**config.mk**
```make
export PLATFORM = sky130hd
export DESIGN_NAME = uart_program_loader_flat
export DESIGN_NICKNAME = d
export VERILOG_FILES = /design/src/rtl/uart_program_loader_if.sv /design/src/rtl/uart_program_loader.sv /design/src/flat_wrapper.sv
export SDC_FILE = /design/constraint.sdc
export NUM_CORES = 1
export LEC_CHECK = 0
export CAP_MARGIN = 20
export CORE_MARGIN = 2
export CORE_UTILIZATION = 54
export CTS_BUF_LIST = sky130_fd_sc_hd__clkbuf_4 sky130_fd_sc_hd__clkbuf_8
export CTS_CLUSTER_DIAMETER = 80
export DETAILED_ROUTE_END_ITERATION = 16
export GPL_ROUTABILITY_DRIVEN = 0
export GPL_TIMING_DRIVEN = 0
export PLACE_DENSITY = 0.82
export SLEW_MARGIN = 10
export SYNTH_ARGS = -nofsm -noshare
export SYNTH_HDL_FRONTEND = slang
export SYNTH_SLANG_ARGS = --single-unit
```
**constraint.sdc**
```tcl
create_clock -name clk -period 1.6 [get_ports clk]
set_input_delay 0.32 -clock clk [delete_from_list [all_inputs] [get_ports clk]]
set_output_delay 0.32 -clock clk [all_outputs]
set_load 0.01 [all_outputs]
```
**src/rtl/uart_program_loader_if.sv**
```systemverilog
// Loader bus: UART RX FIFO pop side plus instruction-memory write port and status.
// master = loader, slave = FIFO/memory/datapath environment.
interface uart_program_loader_if #(
    parameter int ADDR_WIDTH = 8
);
    logic [7:0]            uartFifoDataIn;
    logic                  uartDataAvailable;
    logic                  readFlag;
    logic                  instrWriteEnable;
    logic [ADDR_WIDTH-1:0] instrWriteAddr;
    logic [31:0]           instrWriteData;
    logic                  holdDatapath;
    logic                  loadDone;
    logic                  checksumError;

    modport master (
        input  uartFifoDataIn, uartDataAvailable,
        output readFlag, instrWriteEnable, instrWriteAddr, instrWriteData,
        output holdDatapath, loadDone, checksumError
    );

    modport slave (
        output uartFifoDataIn, uartDataAvailable,
        input  readFlag, instrWriteEnable, instrWriteAddr, instrWriteData,
        input  holdDatapath, loadDone, checksumError
    );
endinterface

```
**src/rtl/uart_program_loader.sv**
```systemverilog
// Loads a START/COUNT/words/XOR-check framed program image from the UART FIFO
// into instruction memory, holding the datapath in reset until a good load.
module uart_program_loader #(
    parameter int         ADDR_WIDTH = 8,
    parameter logic [7:0] START_CMD  = 8'h4C
) (
    input  logic                clk,
    input  logic                reset,
    uart_program_loader_if.master bus
);
    typedef enum logic [2:0] {
        IDLE, GET_COUNT, GET_BYTES, WRITE, GET_CHECK, DONE, ERROR
    } state_t;

    localparam logic [ADDR_WIDTH-1:0] ONE = {{(ADDR_WIDTH-1){1'b0}}, 1'b1};

    state_t                state_q, state_d;
    logic                  skip_q, skip_d;
    logic [ADDR_WIDTH-1:0] addr_q, addr_d;
    logic [ADDR_WIDTH-1:0] cnt_q, cnt_d;
    logic [31:0]           word_q, word_d;
    logic [1:0]            idx_q, idx_d;
    logic [7:0]            csum_q, csum_d;
    logic                  hold_q, hold_d;
    logic                  done_q, done_d;
    logic                  err_q, err_d;
    logic                  receiving;
    logic                  pop;
    logic [7:0]            rx_byte;

    // skip_q blocks the cycle after a pop while the FIFO head updates;
    // reset gating keeps the pop strobe quiet while the block is held in reset
    assign receiving = (state_q == IDLE) || (state_q == GET_COUNT) ||
                       (state_q == GET_BYTES) || (state_q == GET_CHECK);
    assign pop       = receiving && bus.uartDataAvailable && !skip_q && reset;
    assign rx_byte   = bus.uartFifoDataIn;

    always_ff @(posedge clk or negedge reset) begin
        if (!reset) begin
            state_q <= IDLE;
            skip_q  <= 1'b0;
            addr_q  <= '0;
            cnt_q   <= '0;
            word_q  <= '0;
            idx_q   <= '0;
            csum_q  <= '0;
            hold_q  <= 1'b1;
            done_q  <= 1'b0;
            err_q   <= 1'b0;
        end else begin
            state_q <= state_d;
            skip_q  <= skip_d;
            addr_q  <= addr_d;
            cnt_q   <= cnt_d;
            word_q  <= word_d;
            idx_q   <= idx_d;
            csum_q  <= csum_d;
            hold_q  <= hold_d;
            done_q  <= done_d;
            err_q   <= err_d;
        end
    end

    always_comb begin
        state_d = state_q;
        skip_d  = pop;
        addr_d  = addr_q;
        cnt_d   = cnt_q;
        word_d  = word_q;
        idx_d   = idx_q;
        csum_d  = csum_q;
        hold_d  = hold_q;
        done_d  = done_q;
        err_d   = err_q;
        case (state_q)
            IDLE: begin
                if (pop && rx_byte == START_CMD) begin
                    state_d = GET_COUNT;
                    done_d  = 1'b0;
                    err_d   = 1'b0;
                    hold_d  = 1'b1;
                    addr_d  = '0;
                    idx_d   = '0;
                    csum_d  = '0;
                end
            end
            GET_COUNT: begin
                if (pop) begin
                    cnt_d   = ADDR_WIDTH'(rx_byte);
                    state_d = GET_BYTES;
                end
            end
            GET_BYTES: begin
                if (pop) begin
                    word_d = {word_q[23:0], rx_byte};
                    csum_d = csum_q ^ rx_byte;
                    idx_d  = idx_q + 2'd1;
                    if (idx_q == 2'd3) state_d = WRITE;
                end
            end
            WRITE: begin
                // a loaded count of zero wraps through all 2^ADDR_WIDTH words
                addr_d  = addr_q + ONE;
                cnt_d   = cnt_q - ONE;
                state_d = (cnt_q == ONE) ? GET_CHECK : GET_BYTES;
            end
            GET_CHECK: begin
                if (pop) begin
                    if (rx_byte == csum_q) begin
                        state_d = DONE;
                        done_d  = 1'b1;
                        hold_d  = 1'b0;
                    end else begin
                        state_d = ERROR;
                        err_d   = 1'b1;
                    end
                end
            end
            DONE:    state_d = IDLE;
            ERROR:   state_d = IDLE;
            default: state_d = IDLE;
        endcase
    end

    assign bus.readFlag         = pop;
    assign bus.instrWriteEnable = (state_q == WRITE);
    assign bus.instrWriteAddr   = addr_q;
    assign bus.instrWriteData   = word_q;
    assign bus.holdDatapath     = hold_q;
    assign bus.loadDone         = done_q;
    assign bus.checksumError    = err_q;
endmodule
```
**src/flat_wrapper.sv**
```systemverilog
// flat-port wrapper written by rule: the top's interface ports become plain ports
module uart_program_loader_flat 
#(
    parameter int         ADDR_WIDTH = 8,
    parameter logic [7:0] START_CMD  = 8'h4C
)
  (clk, reset, bus_uartFifoDataIn, bus_uartDataAvailable, bus_readFlag, bus_instrWriteEnable, bus_instrWriteAddr, bus_instrWriteData, bus_holdDatapath, bus_loadDone, bus_checksumError);
  uart_program_loader_if #(.ADDR_WIDTH(ADDR_WIDTH)) bus_i ();
  input  logic clk;
  input  logic reset;
  input wire logic [$bits(bus_i.uartFifoDataIn)-1:0] bus_uartFifoDataIn;
  input wire logic [$bits(bus_i.uartDataAvailable)-1:0] bus_uartDataAvailable;
  output wire logic [$bits(bus_i.readFlag)-1:0] bus_readFlag;
  output wire logic [$bits(bus_i.instrWriteEnable)-1:0] bus_instrWriteEnable;
  output wire logic [$bits(bus_i.instrWriteAddr)-1:0] bus_instrWriteAddr;
  output wire logic [$bits(bus_i.instrWriteData)-1:0] bus_instrWriteData;
  output wire logic [$bits(bus_i.holdDatapath)-1:0] bus_holdDatapath;
  output wire logic [$bits(bus_i.loadDone)-1:0] bus_loadDone;
  output wire logic [$bits(bus_i.checksumError)-1:0] bus_checksumError;
  assign bus_i.uartFifoDataIn = bus_uartFifoDataIn;
  assign bus_i.uartDataAvailable = bus_uartDataAvailable;
  assign bus_readFlag = bus_i.readFlag;
  assign bus_instrWriteEnable = bus_i.instrWriteEnable;
  assign bus_instrWriteAddr = bus_i.instrWriteAddr;
  assign bus_instrWriteData = bus_i.instrWriteData;
  assign bus_holdDatapath = bus_i.holdDatapath;
  assign bus_loadDone = bus_i.loadDone;
  assign bus_checksumError = bus_i.checksumError;
  uart_program_loader #(.ADDR_WIDTH(ADDR_WIDTH), .START_CMD(START_CMD)) u_core (.clk(clk), .reset(reset), .bus(bus_i));
endmodule
```
==> results.ini <==
[pwr]
ir_drop_uv=999
swShare_pct=41.6
p_int_uw=4680
clkPwrFrac_pct=17.4
power.leakage_uw=0.00244
p_per_area_nw_per_um2=1780
switchingPower_uw=3340
power_uw=8020
combPwrFrac_pct=47.0
seq_power_share_pct=35.7

[run_status]
status=complete, but fails checks
violations=setup timing

[setup_path]
critPathKind=reg -> out
r2r_cells=6
r2r_start=u_core.state_q[0]$_DFFE_PN0P_
cp-end-kind=output port
ff2ff_setup_slack_ns=-0.13
start_kind=flip-flop
crit_end=bus_readFlag
crit_arrival_ns=1.54
critPathLaunch=u_core.state_q[1]$_DFFE_PN0P_
crit_path_max_fanout=10
cp.required_ns=1.28
reg2reg_to=u_core.cnt_q[7]$_DFFE_PN0P_

[timing]
finClkSkew_ns=0.00805
setup_violations=46
worstMarginPinSlew_ns=0.908
drv_slew=0
timing.final.ws_setup_ns=-0.259
fin_crit_sh_pct=116
finalHoldViolCount=0
max_clock_freq_mhz=538
timing.hold.ws_ns=0.0235
fin_setup_tns_ns=-2.12
finalCriticalPeriod_ns=1.86
rsz0062_at_grt=yes
slew_headroom_pct=39.2

[route]
routed_via_density=6.20
vias=3139
drc=0
drtAntennaViolNets=0
wl_um=10100
wl_per_cell_um=19.9
dr.first_iter.drc_count=320
dr.pass1.iters=5

[grt]
grt_first_pass_wirelength_um=14200
grt_remaining_overflow=0
globalRouteTotalUtil_pct=29.3
grt_start_max_net_pins=24
antenna_found_initial=0
grt_pass1_vias=2848

[clock_network]
clockBufferDepth=2
cts_max_level=3
cts_tree=yes
cts_made_buffers=9
cts_num_sinks=65
clkLatencyLatePin_ns=0.36
path_clk_slew_ns=0.07
cts_root_buf=clkbuf_8

[die]
die_y_um=80.1
die_area_um2=6420
num_rows=27
start_util_pct=56.5
core-area_um2=5540
ios=56
die_w_um=80.1

[logic_synthesis]
synth_edf_count=0
avgSynthCellArea_um2=9.57
synth_top_area_cell=dfrtp_1
ys_ff_latch=65
synthFlopType=dfrtp_1
yosysSeqAreaShare_pct=52.0
synthArstFlopShare_pct=100
synth_top_area_share_pct=51.2
ys_types=52
synthesis.nets=342
syn-instance-count=327
syn-cell-area_um2=3130
ys_top_cells_by_area=dfrtp_1 51%, nand2_1 12%, a21oi_1 3.0%
yosysWarningCount=0

[final_layout]
fill_cells=299
n_antenna_cell=0
multi_input_area_um2=1550
area_delta_synth_final_pct=44.3
seq_area_um2=1630
nNetsFinal=444
drive_gt1_share_pct=23.0

[run]
max_cap_viol_count=0

[min_path]
min_path_type=in -> async

[place]
pre_cts_ws_ns=-0.789
hpwl_um=5280
port_buffers=55

## Yosys cell counts, types with 2 or more instances
| library cell | count |
|---|---|
| nor2_1 | 9 |
| dfrtp_1 | 64 |
| nand2b_1 | 5 |
| nand2_1 | 103 |
| ha_1 | 4 |
| buf_2 | 12 |
| mux2i_1 | 3 |
| o21ai_0 | 9 |
| inv_1 | 7 |
| xnor2_1 | 4 |
| a221o_1 | 4 |
| xor2_1 | 8 |
| or3_1 | 6 |
| a221oi_1 | 2 |
| a22o_1 | 4 |
| nand4_1 | 6 |
| nand3_1 | 7 |
| nor2b_1 | 2 |
| a21oi_1 | 19 |
| nor3_1 | 3 |
| a31oi_1 | 10 |
| nor4_2 | 3 |
| a2bb2oi_1 | 2 |
| and3_1 | 3 |
## worst min path at each step
stage               slack, ns                                 startpoint                                        end  cells past startpoint
floorplan                0.02                                      reset       u_core.bus.checksumError$_DFFE_PN0P_                      0
global placement         0.46  u_core.bus.instrWriteData[26]$_DFFE_PN0P_  u_core.bus.instrWriteData[26]$_DFFE_PN0P_                      2
detailed placement       0.24                                      reset   u_core.bus.instrWriteAddr[7]$_DFFE_PN0P_                      1
CTS                      0.02                                      reset        u_core.bus.holdDatapath$_DFFE_PN1P_                      2
global route             0.02                                      reset        u_core.bus.holdDatapath$_DFFE_PN1P_                      2
finish                   0.02                                      reset        u_core.bus.holdDatapath$_DFFE_PN1P_                      2
## routing by layer
layer,global-route usage [%],wire (um),part of all wire (%),up-vias
li1,-,-,-,1342
met1,38.7,3910,39,1552
met2,45.8,4920,49,201
met3,7.75,860,8.5,44
met4,12.4,385,3.8,0
met5,0,0,0,-
## cells in the final DEF, fill, tap and decap left out, drive strengths merged, types with 2 or more instances in the layout
cell,synthesis,layout
nor2,9,9
mux2i,3,3
ha,4,4
xor2,8,8
a21oi,20,20
a2bb2oi,2,2
a22o,4,4
clkbuf,1,11
o21ai,10,10
a31oi,10,10
dfrtp,64,64
nor4,5,5
and3,3,3
nand2b,5,5
clkdlybuf4s50,0,10
dlygate4sd2,0,24
nand2,103,103
buf,13,48
clkinv,1,5
nor2b,2,2
a221oi,2,2
dlygate4sd3,0,2
or3,6,6
nor3,4,4
nand3b,2,2
a221o,4,4
inv,7,8
dlymetal6s2s,0,18
xnor2,4,4
nand4,6,6
nand3,7,7
## cell type report
class	instances	area share (%)
clock buffers	9	2.74
multi-input cells	240	34.3
clock inverters	7	1.55
plain buffers	14	2.77
inverters	8	0.776
flip-flops and latches	65	36.1
well taps	72	2.00
repair buffers	91	19.8
## state kept, by name, summed over array words and instances (netlist names), 2 cells and up
name / cells
u_core.cnt_q: 8
u_core.csum_q: 8
u_core.state_q: 3
u_core.idx_q: 2
u_core.bus.instrWriteAddr: 8
u_core.bus.instrWriteData: 32
## kinds of logic (layout without fill, tap and decap cells)
family          Yosys count  in the layout  synth area share (%)
buf+inv                  22            129                  3.28
compound gates           60             60                  12.8
simple gates            160            160                  25.7
mux                       3              3                 0.960
xor+xnor                 12             12                  3.36
flops                    65             65                  52.0
fa+ha+maj                 5              5                  1.92
## per-stage QoR
stage / util (%) / instance area, um^2 / cells
after global placement: 68.1 / 3770 / 454
after detailed placement: 68.4 / 3790 / 455
final: 81.5 / 4520 / 506
after floorplan: - / 3130 / 327
after CTS: 76.5 / 4240 / 493
after global routing: 81.5 / 4520 / 506
## critical path, stage by stage, from the launching register on
cell	delay (ns)
dfrtp_2	0.43
buf_4	0.20
maj3_2	0.32
nor2_2	0.09
buf_2	0.14
## power groups by stage
stage                     clock, uW  sequential (uW)  combinational, uW
after detailed placement          0             2850               2950
final                          1390             2860               3770
after CTS                      1390             2790               3260
after global routing           1460             2910               4030
after global placement            0             2820               2830
after floorplan                   0             2910               1540
## timing repair
| action | in CTS | in global routing |
|---|---|---|
| hold buffers | 2 | 0 |
| endpoints found under the hold margin | 22 | 0 |
| endpoints found under the setup margin | 81 | 79 |
| cloned | 1 | 1 |
| gates resized for setup | 53 | 56 |
| setup buffers | 19 | 11 |
| pin swaps | 9 | 19 |
Note: power is estimated with default switching activity, not from simulation.
